`config.mk`:
```
export PLATFORM = sky130hd
export DESIGN_NAME = ram8_seq
export DESIGN_NICKNAME = d
export VERILOG_FILES = /design/src/rtl/ram8_seq.sv
export SDC_FILE = /design/constraint.sdc
export NUM_CORES = 1
export LEC_CHECK = 0
export ABC_CLOCK_PERIOD_IN_PS = 5300
export BUFFER_PORTS_ARGS = -buffer_cell sky130_fd_sc_hd__buf_2
export CORE_MARGIN = 2
export CORE_UTILIZATION = 55
export CTS_BUF_LIST = sky130_fd_sc_hd__clkbuf_8
export DETAILED_ROUTE_END_ITERATION = 10
export GPL_ROUTABILITY_DRIVEN = 0
export PLACE_DENSITY_LB_ADDON = 0.08
export SYNTH_ARGS = -nofsm -noshare
export SYNTH_HDL_FRONTEND = slang
export SYNTH_SLANG_ARGS = --single-unit
```
`constraint.sdc`:
```
create_clock -name clk -period 5.3 [get_ports clk]
set_input_delay 0.265 -clock clk [delete_from_list [all_inputs] [get_ports clk]]
set_output_delay 0.265 -clock clk [all_outputs]
set_load 0.05 [all_outputs]
```
`src/rtl/ram8_seq.sv`:
```
// ram8_seq: 8-word x WIDTH-bit register bank with a registered read port
// and a hardware clear sweep.
//
// Ports:
//   clk       - system clock, all state changes on the rising edge
//   rst_n     - synchronous active-low reset; starts a clear sweep
//   in        - write data
//   address   - word select for both write and read (0..7)
//   load      - write strobe, mem[address] <= in when accepted
//   rd_en     - read request for mem[address]
//   clr       - clear command, zeroes all words through the sweep
//   busy      - high while the clear sweep runs; commands ignored then
//   out       - registered read data, holds when no read is accepted
//   out_valid - high for one cycle after an accepted read
module ram8_seq #(
  parameter int WIDTH = 16
) (
  input  logic             clk,
  input  logic             rst_n,
  input  logic [WIDTH-1:0] in,
  input  logic [2:0]       address,
  input  logic             load,
  input  logic             rd_en,
  input  logic             clr,
  output logic             busy,
  output logic [WIDTH-1:0] out,
  output logic             out_valid
);

  typedef enum logic [0:0] {
    IDLE  = 1'b0,
    CLEAR = 1'b1
  } state_t;

  state_t           state_r;
  state_t           state_nxt_s;
  logic [2:0]       clr_ptr_r;
  logic [2:0]       clr_ptr_nxt_s;
  logic             wr_en_s;
  logic [2:0]       wr_addr_s;
  logic [WIDTH-1:0] wr_data_s;
  logic             rd_acc_s;
  logic [WIDTH-1:0] rd_data_s;
  logic [WIDTH-1:0] mem_r [0:7];

  // Next-state, write-port steering and read-data selection.
  always_comb begin
    state_nxt_s   = state_r;
    clr_ptr_nxt_s = clr_ptr_r;
    wr_en_s       = 1'b0;
    wr_addr_s     = address;
    wr_data_s     = in;
    rd_acc_s      = 1'b0;
    rd_data_s     = mem_r[address];
    case (state_r)
      IDLE: begin
        if (clr) begin
          // clr wins: same-cycle load and rd_en are dropped.
          state_nxt_s   = CLEAR;
          clr_ptr_nxt_s = 3'd0;
        end else begin
          wr_en_s  = load;
          rd_acc_s = rd_en;
          // Read and write share one address, so a simultaneous
          // load always hits the word being read: forward the new data.
          if (load && rd_en) begin
            rd_data_s = in;
          end else begin
            rd_data_s = mem_r[address];
          end
        end
      end
      CLEAR: begin
        wr_en_s   = 1'b1;
        wr_addr_s = clr_ptr_r;
        wr_data_s = {WIDTH{1'b0}};
        if (clr_ptr_r == 3'd7) begin
          state_nxt_s   = IDLE;
          clr_ptr_nxt_s = 3'd0;
        end else begin
          clr_ptr_nxt_s = clr_ptr_r + 3'd1;
        end
      end
      default: begin
        state_nxt_s   = CLEAR;
        clr_ptr_nxt_s = 3'd0;
      end
    endcase
  end

  // Control state, busy flag and registered read port.
  always_ff @(posedge clk) begin
    if (!rst_n) begin
      state_r   <= CLEAR;
      clr_ptr_r <= 3'd0;
      busy      <= 1'b1;
      out       <= {WIDTH{1'b0}};
      out_valid <= 1'b0;
    end else begin
      state_r   <= state_nxt_s;
      clr_ptr_r <= clr_ptr_nxt_s;
      busy      <= (state_nxt_s == CLEAR);
      out_valid <= rd_acc_s;
      if (rd_acc_s) begin
        out <= rd_data_s;
      end else begin
        out <= out;
      end
    end
  end

  // Storage array: no direct reset, zeroed only by the sweep.
  always_ff @(posedge clk) begin
    if (rst_n && wr_en_s) begin
      mem_r[wr_addr_s] <= wr_data_s;
    end
  end

endmodule

```
==> flow_summary.rst, run 1 <==
.. list-table::
   :header-rows: 1

   * - Metric
     - Value
   * - Placeable core region
     - 0.0104 sq mm
   * - Endpoint kind of the worst setup timing path
     - flip-flop
   * - Setup Buffers After CTS
     - 0
   * - Multi-input gate area in the final layout
     - ~0.0015 sq mm
   * - Global-route wire length before repair
     - roughly 18,000 um
   * - Critical path's slowest cell
     - dfxtp_1
   * - Arrival @ worst endpoint
     - ~2400 ps
   * - Largest fanout on the critical path
     - 16
   * - Overall Power
     - between 2 and 2.5 mW
   * - Wire length per cell after detailed routing
     - roughly 22 um
   * - Series of cell instances along the critical path
     - nor2b_1 > o21ai_0 > nor2_1 > buf_4
   * - FMAX
     - approximately 440 MHz
   * - Max cap viols
     - 0
   * - Antenna diode count
     - 0
   * - Fraction of final layout cells with drive strength greater than 1
     - between 20 and 30%
   * - Setup repair after global routing missed its margin
     - no
   * - Slew at the pin closest to its max-slew limit
     - approximately 930 ps
   * - Clock edge transition at the registers on the reported setup and hold paths
     - 70 ps
   * - Synth warnings
     - 0
   * - Via count of the first global-routing pass
     - approximately 3.3k
   * - Number of DRC markers in iteration 0
     - between 200 and 250
   * - Number of distinct library cells after synthesis
     - 29
   * - Nets in the synthesized netlist
     - 352
   * - Met2 Usage GRT
     - 36.0%
   * - Overall track demand over capacity in global routing
     - 22.2%
   * - CTS tree
     - built
   * - Register cell area after layout
     - around 0.0043 sq mm
   * - Power per standard cell area
     - around 330 mW/mm^2
   * - Worst hold slack across all endpoints
     - 104 ps
   * - Number of detailed-route iterations in the first pass
     - 5
   * - Initial cell density of the core
     - 57.1%
   * - Met3 Resource Use GR
     - 6.03%
   * - Class of the tightest hold or removal check
     - input port to flip-flop
   * - Cell count after synthesis
     - between 300 and 400
   * - Proportion of netlist area held by the largest area contributor
     - approximately 65%
   * - Post-synthesis average cell area
     - ~18 sq um
   * - Post-Route Setup TNS
     - 0 ps
   * - GR peak layer
     - met2
   * - Post-synth top area cell
     - edfxtp_1
   * - Number of fill cells in the layout
     - 761
   * - Post-synth top flop
     - edfxtp_1
   * - Initial antenna violation count
     - 0
   * - Result of the run
     - completed
   * - Cell family with most CP delay
     - simple AND/OR/NAND/NOR gates
   * - Core Rows
     - 37
   * - Maximum cell stage delay along the critical path
     - approximately 620 ps
   * - Buffer depth of the longest clock path
     - 2
   * - Count of unresolved DRC violations after routing
     - 0
   * - Die area
     - about 0.012 sq mm
   * - Final count of hold timing violations
     - 0
   * - Chip Height
     - 108 um
   * - Final cycle utilization of the critical path
     - ~42%
   * - Final antenna-violating net count
     - 0
   * - IO Pins
     - 42
   * - Crit path launch type
     - flip-flop
   * - Net count reported at finish
     - 399
   * - Sequential share of the synthesized area
     - 71.7%
   * - Vias
     - just over 3k
   * - Sum of buffers and inverters on the critical path
     - 1
   * - Maximum number of pins on one net before global-route repair
     - 41
   * - Total clock buffers created by CTS
     - 17
   * - Period minus WS final
     - roughly 2200 ps
   * - Ys async rst share
     - 0%
   * - Port Buffers
     - between 40 and 50
   * - Startpoint-to-endpoint class of the critical path
     - flip-flop to flip-flop
   * - Global route total overflow
     - 0
   * - Wire length reported by the detailed router
     - roughly 12,000 um
   * - Maximum ir drop on the vdd rail
     - between 200 and 300 uV
   * - H-tree Lvls
     - 4
   * - Largest cells by area after synthesis
     - edfxtp_1, mux4_2, dfxtp_1, mux2i_1, o221ai_1
   * - Total of flip-flops plus latches after synthesis
     - around 150
   * - Worst EP required
     - 5420 ps
   * - Lkg Pwr
     - around 2.3 nW
   * - Total clock sinks
     - between 100 and 150
   * - Post-synth EDFFs
     - around 130
   * - Met1 capacity usage during global routing
     - 29.7%
   * - Horiz. Die Dim
     - ~110 um
   * - Clock Latency Late Sink
     - around 420 ps
   * - Headroom to the max-slew limit
     - about two fifths
   * - Layout area overhead
     - 10.9%
   * - Number of instances resized during post-cts repair
     - 0
   * - Number of max-slew violations in the final report
     - 0
   * - HPWL after detailed placement
     - 6840 um
   * - Clock Skew
     - between 10 and 15 ps
   * - Setup violation total in the final timing report
     - 0
   * - Netlist area before placement
     - 0.00595 sq mm
   * - Average via count per standard cell
     - approximately 6
   * - Root Buffer
     - clkbuf_8
   * - Hold_buf cts
     - 0
==> synth_stat cells, drive strengths merged, types with 3 or more instances <==
cell type and n:
nor3b 5, edfxtp 128, mux2i 16, nor2 9, nand4 16, dfxtp 21, nor2b 20, o221ai 16
a31oi 4, mux4 32, o21ai 3, and2 3, nand2 16, clkbuf 10, inv 3, buf 14
==> worst min-delay path, cell delays in order <==
cell	delay, ps
buf_2	80
nand4_1	70
o221ai_1	70
==> registers in the layout (all words and copies together) (netlist names) <==
| register | count |
|---|---|
| out_valid | 1 |
| out | 16 |
| state_r | 1 |
| mem_r | 128 |
| clr_ptr_r | 3 |
==> where the power goes <==
group	internal, mW	switching (mW)
registers	1.29	0.00884
clock network	0.356	0.392
logic	0.0532	0.0663
==> cell families after synthesis <==
family                     Yosys count  share of synthesized area [%]
buffers and inverters               27                           2.52
and+or+nand+nor                     74                           7.24
adders and majority gates            2                          0.421
AOI/OAI and AO/OA                   26                           3.32
muxes                               48                           14.8
DFF                                149                           71.7
==> metrics by stage <==
step                      worst slack, ps  util (%)  instances  instance area, sq um
after detailed placement             2830      60.2        490                  6270
after floorplan                      2890         -        326                  5950
final                                3050      63.3        521                  6600
after CTS                            3020      63.3        521                  6600
after global placement               2900      60.2        490                  6270
after global routing                 2870      63.3        521                  6600
==> path summary, 6_finish.rpt <==
path / startpoint / end / slack, ps / cells past startpoint
worst max register to register: state_r$_SDFF_PN1_ / mem_r[0][15]$_DFFE_PP_ / 3050 / 4
worst max-delay path: state_r$_SDFF_PN1_ / mem_r[0][15]$_DFFE_PP_ / 3050 / 4
worst min-delay path: in[12] / out[12]$_SDFFE_PN0P_ / 100 / 3
worst min register to register: out[12]$_SDFFE_PN0P_ / out[12]$_SDFFE_PN0P_ / 520 / 2
==> cell usage in the layout, fill, tap and decap left out, drive strengths merged <==
cell type and count:
edfxtp 128, buf 52, mux4 32, dfxtp 21, nor2b 20, clkbuf 17, mux2i 16, nand2 16
nand4 16, o221ai 16, nor2 9, clkinv 9, inv 6, nor3b 5, a31oi 4, o21ai 3
and2 3, a21oi 2, ha 2, nor4bb 1, and3b 1, nor4b 1, nor3 1, nand3b 1
a22oi 1, bufinv 1, clkinvlp 1
==> per-layer routing <==
metal  share of wire, %  wire [um]  up-vias
met2                 53       6100       94
met5                  0          0        -
met4               0.68         79        0
met3                5.8        667        6
li1                   -          -     1413
met1                 41       4700     1600
==> cell type report <==
cell class	instances	area share [%]
clock buffer	17	3.55
tap	136	2.58
multi-input combinational	150	23.3
inverter	3	0.171
sequential	149	64.6
clock inverter	14	1.46
timing repair buffer	52	4.36
Power figures use the tool's default switching activity.
==> inputs of run 2 (changes only) <==
- ABC_CLOCK_PERIOD_IN_PS: 5300 -> 2100
- clock period: 5.3 -> 2.1 ns (I/O delays scaled with it)
==> run 2 against run 1 <==
Effect of this change:
- the flow now finishes with violations (negative setup slack)
- global-route usage up 1.2 points
- critical path depth down 1
- power rose to 2.7 times the previous value
- worst hold slack better by 110 ps
- largest cell class unchanged
==> flow_summary.rst, run 2 (synthesized netlist as in run 1, its figures left out) <==
.. list-table::
   :header-rows: 1

   * - Metric
     - Value
   * - Commonest non-fill, non-tap cell in the layout
     - edfxtp_1
   * - Sw Ratio
     - roughly 22%
   * - Critical path's slowest cell
     - nor2_2
   * - Power per standard cell area
     - ~830 mW/mm^2
   * - Final cycle utilization of the critical path
     - 104%
   * - Initial antenna violation count
     - 0
   * - Slew at the pin closest to its max-slew limit
     - around 1100 ps
   * - Register cell area after layout
     - between 0.004 and 0.005 sq mm
   * - Overall track demand over capacity in global routing
     - 23.4%
   * - Port Buffers
     - 41
   * - Switching power of the nets
     - between 1 and 1.5 mW
   * - Number of fill cells in the layout
     - 714
   * - Final count of hold timing violations
     - 0
   * - Buffer depth of the longest clock path
     - 2
   * - Slack of the critical path
     - -84.4 ps
   * - CTS tree
     - built
   * - Number of max-slew violations in the final report
     - 0
   * - Period minus WS final
     - between 2000 and 2500 ps
   * - Global-route wire length before repair
     - around 19,000 um
   * - Internal power
     - around 4.5 mW
   * - Layout area overhead
     - 16.4%
   * - Root Buffer
     - clkbuf_8
   * - Core Rows
     - 37
   * - Logic gate share of total power
     - under 10%
   * - Total routed wire length on the met1 layer
     - 5260 um
   * - Crit path launch type
     - flip-flop
   * - Top Layer Used
     - met4
   * - Placeable core region
     - about 0.010 sq mm
   * - Antenna diode count
     - 0
   * - Worst hold slack across all endpoints
     - 210 ps
   * - Max FFs per register
     - about 130
   * - Setup Buffers After CTS
     - 0
   * - Violated checks
     - negative setup slack
   * - Clock Latency Late Sink
     - approximately 440 ps
   * - Final antenna-violating net count
     - 0
   * - Startpoint-to-endpoint class of the critical path
     - flip-flop to flip-flop
   * - Fraction of final layout cells with drive strength greater than 1
     - between 30% and 40%
   * - Count of unresolved DRC violations after routing
     - 0
   * - Wire length reported by the detailed router
     - roughly 12,000 um
   * - Commonest cells after routing, fill and taps aside
     - edfxtp_1, buf_2, mux4_2
   * - Largest fanout on the critical path
     - 16
   * - Vias
     - around 3.3k
   * - Biggest regs
     - mem_r (128), out (16), clr_ptr_r (3)
   * - Total clock buffers created by CTS
     - 17
   * - H-tree Lvls
     - 4
   * - IO Pins
     - 42
   * - Global route total overflow
     - 0
   * - Final design area excluding fillers
     - 0.00693 sq mm
   * - Worst EP required
     - 2160 ps
   * - Number of DRC markers in iteration 0
     - just over 200
   * - Initial cell density of the core
     - between 50% and 60%
   * - Result of the run
     - finished with violations
   * - FMAX
     - 458 MHz
   * - Via count of the first global-routing pass
     - about 3.4k
   * - Lkg Pwr
     - 2.40 nW
   * - Area after DPL
     - roughly 0.0064 sq mm
   * - Biggest register
     - mem_r
   * - Clock edge transition at the registers on the reported setup and hold paths
     - around 80 ps
   * - Net count reported at finish
     - 427
   * - Power share of the sequential group
     - a little under three fifths
   * - Class of the tightest hold or removal check
     - input port to flip-flop
   * - Number of detailed-route iterations in the first pass
     - 4
   * - Headroom to the max-slew limit
     - between 20% and 30%
   * - WL met2
     - ~6300 um
   * - Arrival @ worst endpoint
     - 2250 ps
   * - Series of cell instances along the critical path
     - nor2b_1 > o21ai_0 > nor2_2
   * - Routed length on met3
     - 558 um
   * - Multi-input gate area in the final layout
     - ~0.0016 sq mm
   * - Die area
     - 0.0117 sq mm
   * - Max cap viols
     - 0
   * - Setup violation total in the final timing report
     - 64
   * - Maximum number of pins on one net before global-route repair
     - 40
   * - HPWL after detailed placement
     - between 7000 and 8000 um
   * - Horiz. Die Dim
     - ~110 um
   * - Wire length per cell after detailed routing
     - between 20 and 25 um
   * - Average via count per standard cell
     - between 5 and 6
   * - Fraction of power consumed by the clock network
     - 37.3%
   * - Endpoint kind of the worst setup timing path
     - flip-flop
   * - Post-Route Setup TNS
     - -3820 ps
   * - Setup repair after global routing missed its margin
     - yes
   * - Chip Height
     - 108 um
   * - Maximum ir drop on the vdd rail
     - 541 uV
   * - Maximum cell stage delay along the critical path
     - just over 900 ps
   * - Total clock sinks
     - about 150
   * - Clock Skew
     - just under 7 ps
run 2: repair_timing:
action                                  in CTS  in global routing
hold endpoints to repair                    16                  0
pin swaps                                    0                  0
endpoints found under the setup margin      64                 64
gates resized for setup                      0                  0
hold buffers                                16                  0
run 2: power by group through the flow:
stage | Combinational, mW | Clock [mW] | Sequential (mW)
after floorplan | 0.224 | 0 | 3.33
after CTS | 0.354 | 2.20 | 3.27
after detailed placement | 0.330 | 0 | 3.33
final | 0.351 | 2.15 | 3.27
after global placement | 0.327 | 0 | 3.33
after global routing | 0.375 | 2.32 | 3.27
run 2: area by class of cell:
| class | instances | area share (%) |
|---|---|---|
| Tap cell | 136 | 2.46 |
| Timing Repair Buffer | 80 | 7.77 |
| Clock inverter | 15 | 2.22 |
| Inverter | 3 | 0.163 |
| Clock buffer | 17 | 3.38 |
| Multi-Input combinational cell | 150 | 22.4 |
| Sequential cell | 149 | 61.6 |
run 2: final timing paths:
path / slack (ps) / cells past startpoint / from / to
min: 210 / 5 / clr / clr_ptr_r[1]$_SDFFE_PN0P_
max: -80 / 3 / state_r$_SDFF_PN1_ / mem_r[2][14]$_DFFE_PP_
min reg2reg: 520 / 2 / out[15]$_SDFFE_PN0P_ / out[15]$_SDFFE_PN0P_
max reg2reg: -80 / 3 / state_r$_SDFF_PN1_ / mem_r[2][14]$_DFFE_PP_
run 2: layer usage:
layer	track usage, %	vias up
met1	31.1	1703
met4	8.61	0
met5	0	-
met2	38.9	89
met3	4.76	15
li1	-	1475
run 2: worst max-delay path, delay by kind of cell (launching register included):
| kind | cells | cell delay (ps) |
|---|---|---|
| simple gates | 2 | 1110 |
| compound gates | 1 | 280 |
| flops | 1 | 400 |
run 2: through the flow:
step                      utilization [%]  total power, mW  std cells  setup WS, ps
final                                66.5             5.77        550         -84.4
after global placement               61.2             3.66        502         -48.7
after floorplan                         -             3.55        326         -92.5
after CTS                            66.5             5.82        550         -94.1
after global routing                 66.5             5.97        550          -255
after detailed placement             61.2             3.66        502         -91.4
==> inputs of run 3 (changes only) <==
- ABC_AREA: default -> 1
==> run 3 against run 2 <==
Effect of this change:
- the flow now finishes without violations
- non-clock buffer count is 7 lower
- clock power is 17% higher
- via count is 32% higher
- core utilization is 1.4 points lower
- synthesized cell count is 74% higher
- wire length is 19% higher
==> flow_summary.rst, run 3 <==
.. list-table::
   :header-rows: 1

   * - Metric
     - Value
   * - IO Pins
     - 42
   * - Met2 Usage GRT
     - between 40% and 50%
   * - Sequential share of the synthesized area
     - 69.5%
   * - Global route total overflow
     - 0
   * - Final design area excluding fillers
     - just over 0.007 sq mm
   * - Maximum cell stage delay along the critical path
     - roughly 560 ps
   * - Number of cells after detailed placement
     - approximately 740
   * - Max cap viols
     - 0
   * - Most common library cells after synthesis
     - nand2_1, edfxtp_1, nand3_1
   * - Lkg Pwr
     - 2.82 nW
   * - Clock Latency Late Sink
     - around 440 ps
   * - FMAX
     - 580 MHz
   * - Largest fanout on the critical path
     - 2
   * - Clock Skew
     - roughly 14 ps
   * - Post-synthesis average cell area
     - 10.8 sq um
   * - Maximum ir drop on the vdd rail
     - around 470 uV
   * - Commonest non-fill, non-tap cell in the layout
     - nand2_1
   * - Nets in the synthesized netlist
     - between 500 and 600
   * - Final cycle utilization of the critical path
     - roughly 82%
   * - Endpoint kind of the worst setup timing path
     - flip-flop
   * - Number of detailed-route iterations in the first pass
     - 5
   * - Largest cells by area after synthesis
     - edfxtp_1, nand2_1, nand3_1, dfxtp_1, a21oi_1
   * - Period minus WS final
     - ~1700 ps
   * - Biggest regs
     - mem_r (128), out (16), clr_ptr_r (3)
   * - Post-synth EDFFs
     - 128
   * - Slack of the critical path
     - around 380 ps
   * - Cell mode on critical path
     - ha_1
   * - Horiz. Die Dim
     - about 110 um
   * - Number of fill cells in the layout
     - 864
   * - Ys async rst share
     - 0%
   * - Number of distinct library cells after synthesis
     - 22
   * - Chip Height
     - 110 um
   * - Final antenna-violating net count
     - 0
   * - Series of cell instances along the critical path
     - ha_1 > ha_1 > or2_2 > o211ai_1 > dlygate4sd3_1
   * - Count of unresolved DRC violations after routing
     - 0
   * - Wire length reported by the detailed router
     - 14,700 um
   * - Synth warnings
     - 0
   * - Netlist area before placement
     - just over 0.006 sq mm
   * - Global-route wire length before repair
     - approximately 23,000 um
   * - Post-synth top flop
     - edfxtp_1
   * - Proportion of netlist area held by the largest area contributor
     - ~63%
   * - Number of max-slew violations in the final report
     - 0
   * - Class of the tightest hold or removal check
     - input port to flip-flop
   * - Headroom to the max-slew limit
     - between 50% and 60%
   * - Setup violation total in the final timing report
     - 0
   * - Port Buffers
     - between 40 and 50
   * - GR peak layer
     - met2
   * - Overall track demand over capacity in global routing
     - between 20% and 30%
   * - Crit path launch type
     - flip-flop
   * - HPWL after detailed placement
     - 9460 um
   * - Wire length per cell after detailed routing
     - around 19 um
   * - H-tree Lvls
     - 4
   * - Post-place setup slack
     - around 460 ps
   * - Setup repair after global routing missed its margin
     - no
   * - Cell count after synthesis
     - around 570
   * - Via count of the first global-routing pass
     - 4,283
   * - Die area
     - ~0.012 sq mm
   * - Met1 capacity usage during global routing
     - 34.3%
   * - Critical path's slowest cell
     - dlygate4sd3_1
   * - Met3 Resource Use GR
     - about 5.5%
   * - Hold_buf cts
     - 3
   * - Initial cell density of the core
     - a little under three fifths
   * - Total clock buffers created by CTS
     - 17
   * - Startpoint-to-endpoint class of the critical path
     - flip-flop to flip-flop
   * - Power per standard cell area
     - roughly 880 mW/mm^2
   * - Initial antenna violation count
     - 0
   * - Filler-free cell count of the finished design
     - 778
   * - Number of DRC markers in iteration 0
     - ~390
   * - Setup Buffers After CTS
     - 0
   * - Slew at the pin closest to its max-slew limit
     - just over 600 ps
   * - Worst EP required
     - between 2000 and 2500 ps
   * - Average via count per standard cell
     - 5.59
   * - Post-Route Setup TNS
     - 0 ps
   * - Net count reported at finish
     - roughly 650
   * - Most frequent cell after synthesis
     - nand2_1
   * - Result of the run
     - completed
   * - Arrival @ worst endpoint
     - about 2100 ps
   * - Max FFs per register
     - 128
   * - Vias
     - ~4.3k
   * - Maximum number of pins on one net before global-route repair
     - roughly 40
   * - Total clock sinks
     - about 150
   * - Buffer depth of the longest clock path
     - 2
   * - Root Buffer
     - clkbuf_8
   * - Core Rows
     - 38
   * - Biggest register
     - mem_r
   * - Final count of hold timing violations
     - 0
   * - Clock edge transition at the registers on the reported setup and hold paths
     - about 80 ps
   * - CTS tree
     - built
   * - Placeable core region
     - ~0.011 sq mm
   * - Commonest cells after routing, fill and taps aside
     - nand2_1, edfxtp_1, nand3_1
   * - Area after DPL
     - roughly 0.0066 sq mm
   * - Fraction of final layout cells with drive strength greater than 1
     - between 15 and 20%
   * - Layout area overhead
     - 15.0%
   * - Post-synth top area cell
     - edfxtp_1
   * - Number of instances resized during post-cts repair
     - 0
   * - Antenna diode count
     - 0
   * - Total of flip-flops plus latches after synthesis
     - 149
==> run 3: critical path: cells and delay by family (launching register included) <==
family | cells | cell delay, ps
AO/OA/AOI/OAI | 1 | 80
flip-flops | 1 | 330
adder cells (fa/ha/maj) | 2 | 380
buffers and inverters | 1 | 560
AND/OR/NAND/NOR | 1 | 310
==> run 3: where the power goes <==
group,internal [mW],leakage [nW],switching (mW),total (mW)
Sequential,3.26,1.37,0.0206,3.28
Combinational,0.123,1.20,0.277,0.399
Clock,1.50,0.244,1.02,2.52
==> run 3: routing by layer <==
metal	share of wire, %	routed length [um]	up-vias
met4	2.9	428	0
li1	-	-	2060
met3	6.0	889	26
met5	0	0	-
met1	41	5990	2120
met2	50	7410	141
==> run 3: area by class of cell <==
class / count / area [sq um] / area share, %
flip-flops and latches: 149 / 4270 / 60.5
clock buffers: 20 / 275 / 3.90
well taps: 140 / 175 / 2.48
repair buffers: 73 / 465 / 6.60
inverters: 26 / 97.6 / 1.38
multi-input cells: 358 / 1590 / 22.5
clock inverters: 12 / 186 / 2.64
==> run 3: worst paths after layout <==
check / startpoint / endpoint / slack (ps) / depth (start not counted)
worst max-delay path: clr_ptr_r[0]$_SDFFE_PN0P_ / state_r$_SDFF_PN1_ / 380 / 5
worst min-delay path: in[6] / out[6]$_SDFFE_PN0P_ / 30 / 5
worst max register to register: clr_ptr_r[0]$_SDFFE_PN0P_ / state_r$_SDFF_PN1_ / 380 / 5
worst min register to register: out[15]$_SDFFE_PN0P_ / out[15]$_SDFFE_PN0P_ / 470 / 2
==> run 3: cell families (layout without fill, tap and decap cells) <==
kind of cell             Yosys count  after routing  share of synthesized area (%)
AND/OR/NAND/NOR                  315            315                           22.0
flip-flops                       149            149                           69.5
buffers and inverters             59            131                           4.71
AO/OA/AOI/OAI                     41             41                           3.39
adder cells (fa/ha/maj)            2              2                          0.408
==> run 3: through the flow <==
stage	total power [mW]	utilization, %	hold slack, ps
floorplan	3.60	-	204
global placement	3.73	60.5	356
detailed placement	3.74	60.5	350
CTS	6.22	65.1	19.8
global route	6.39	65.1	54.1
finish	6.20	65.1	34.2
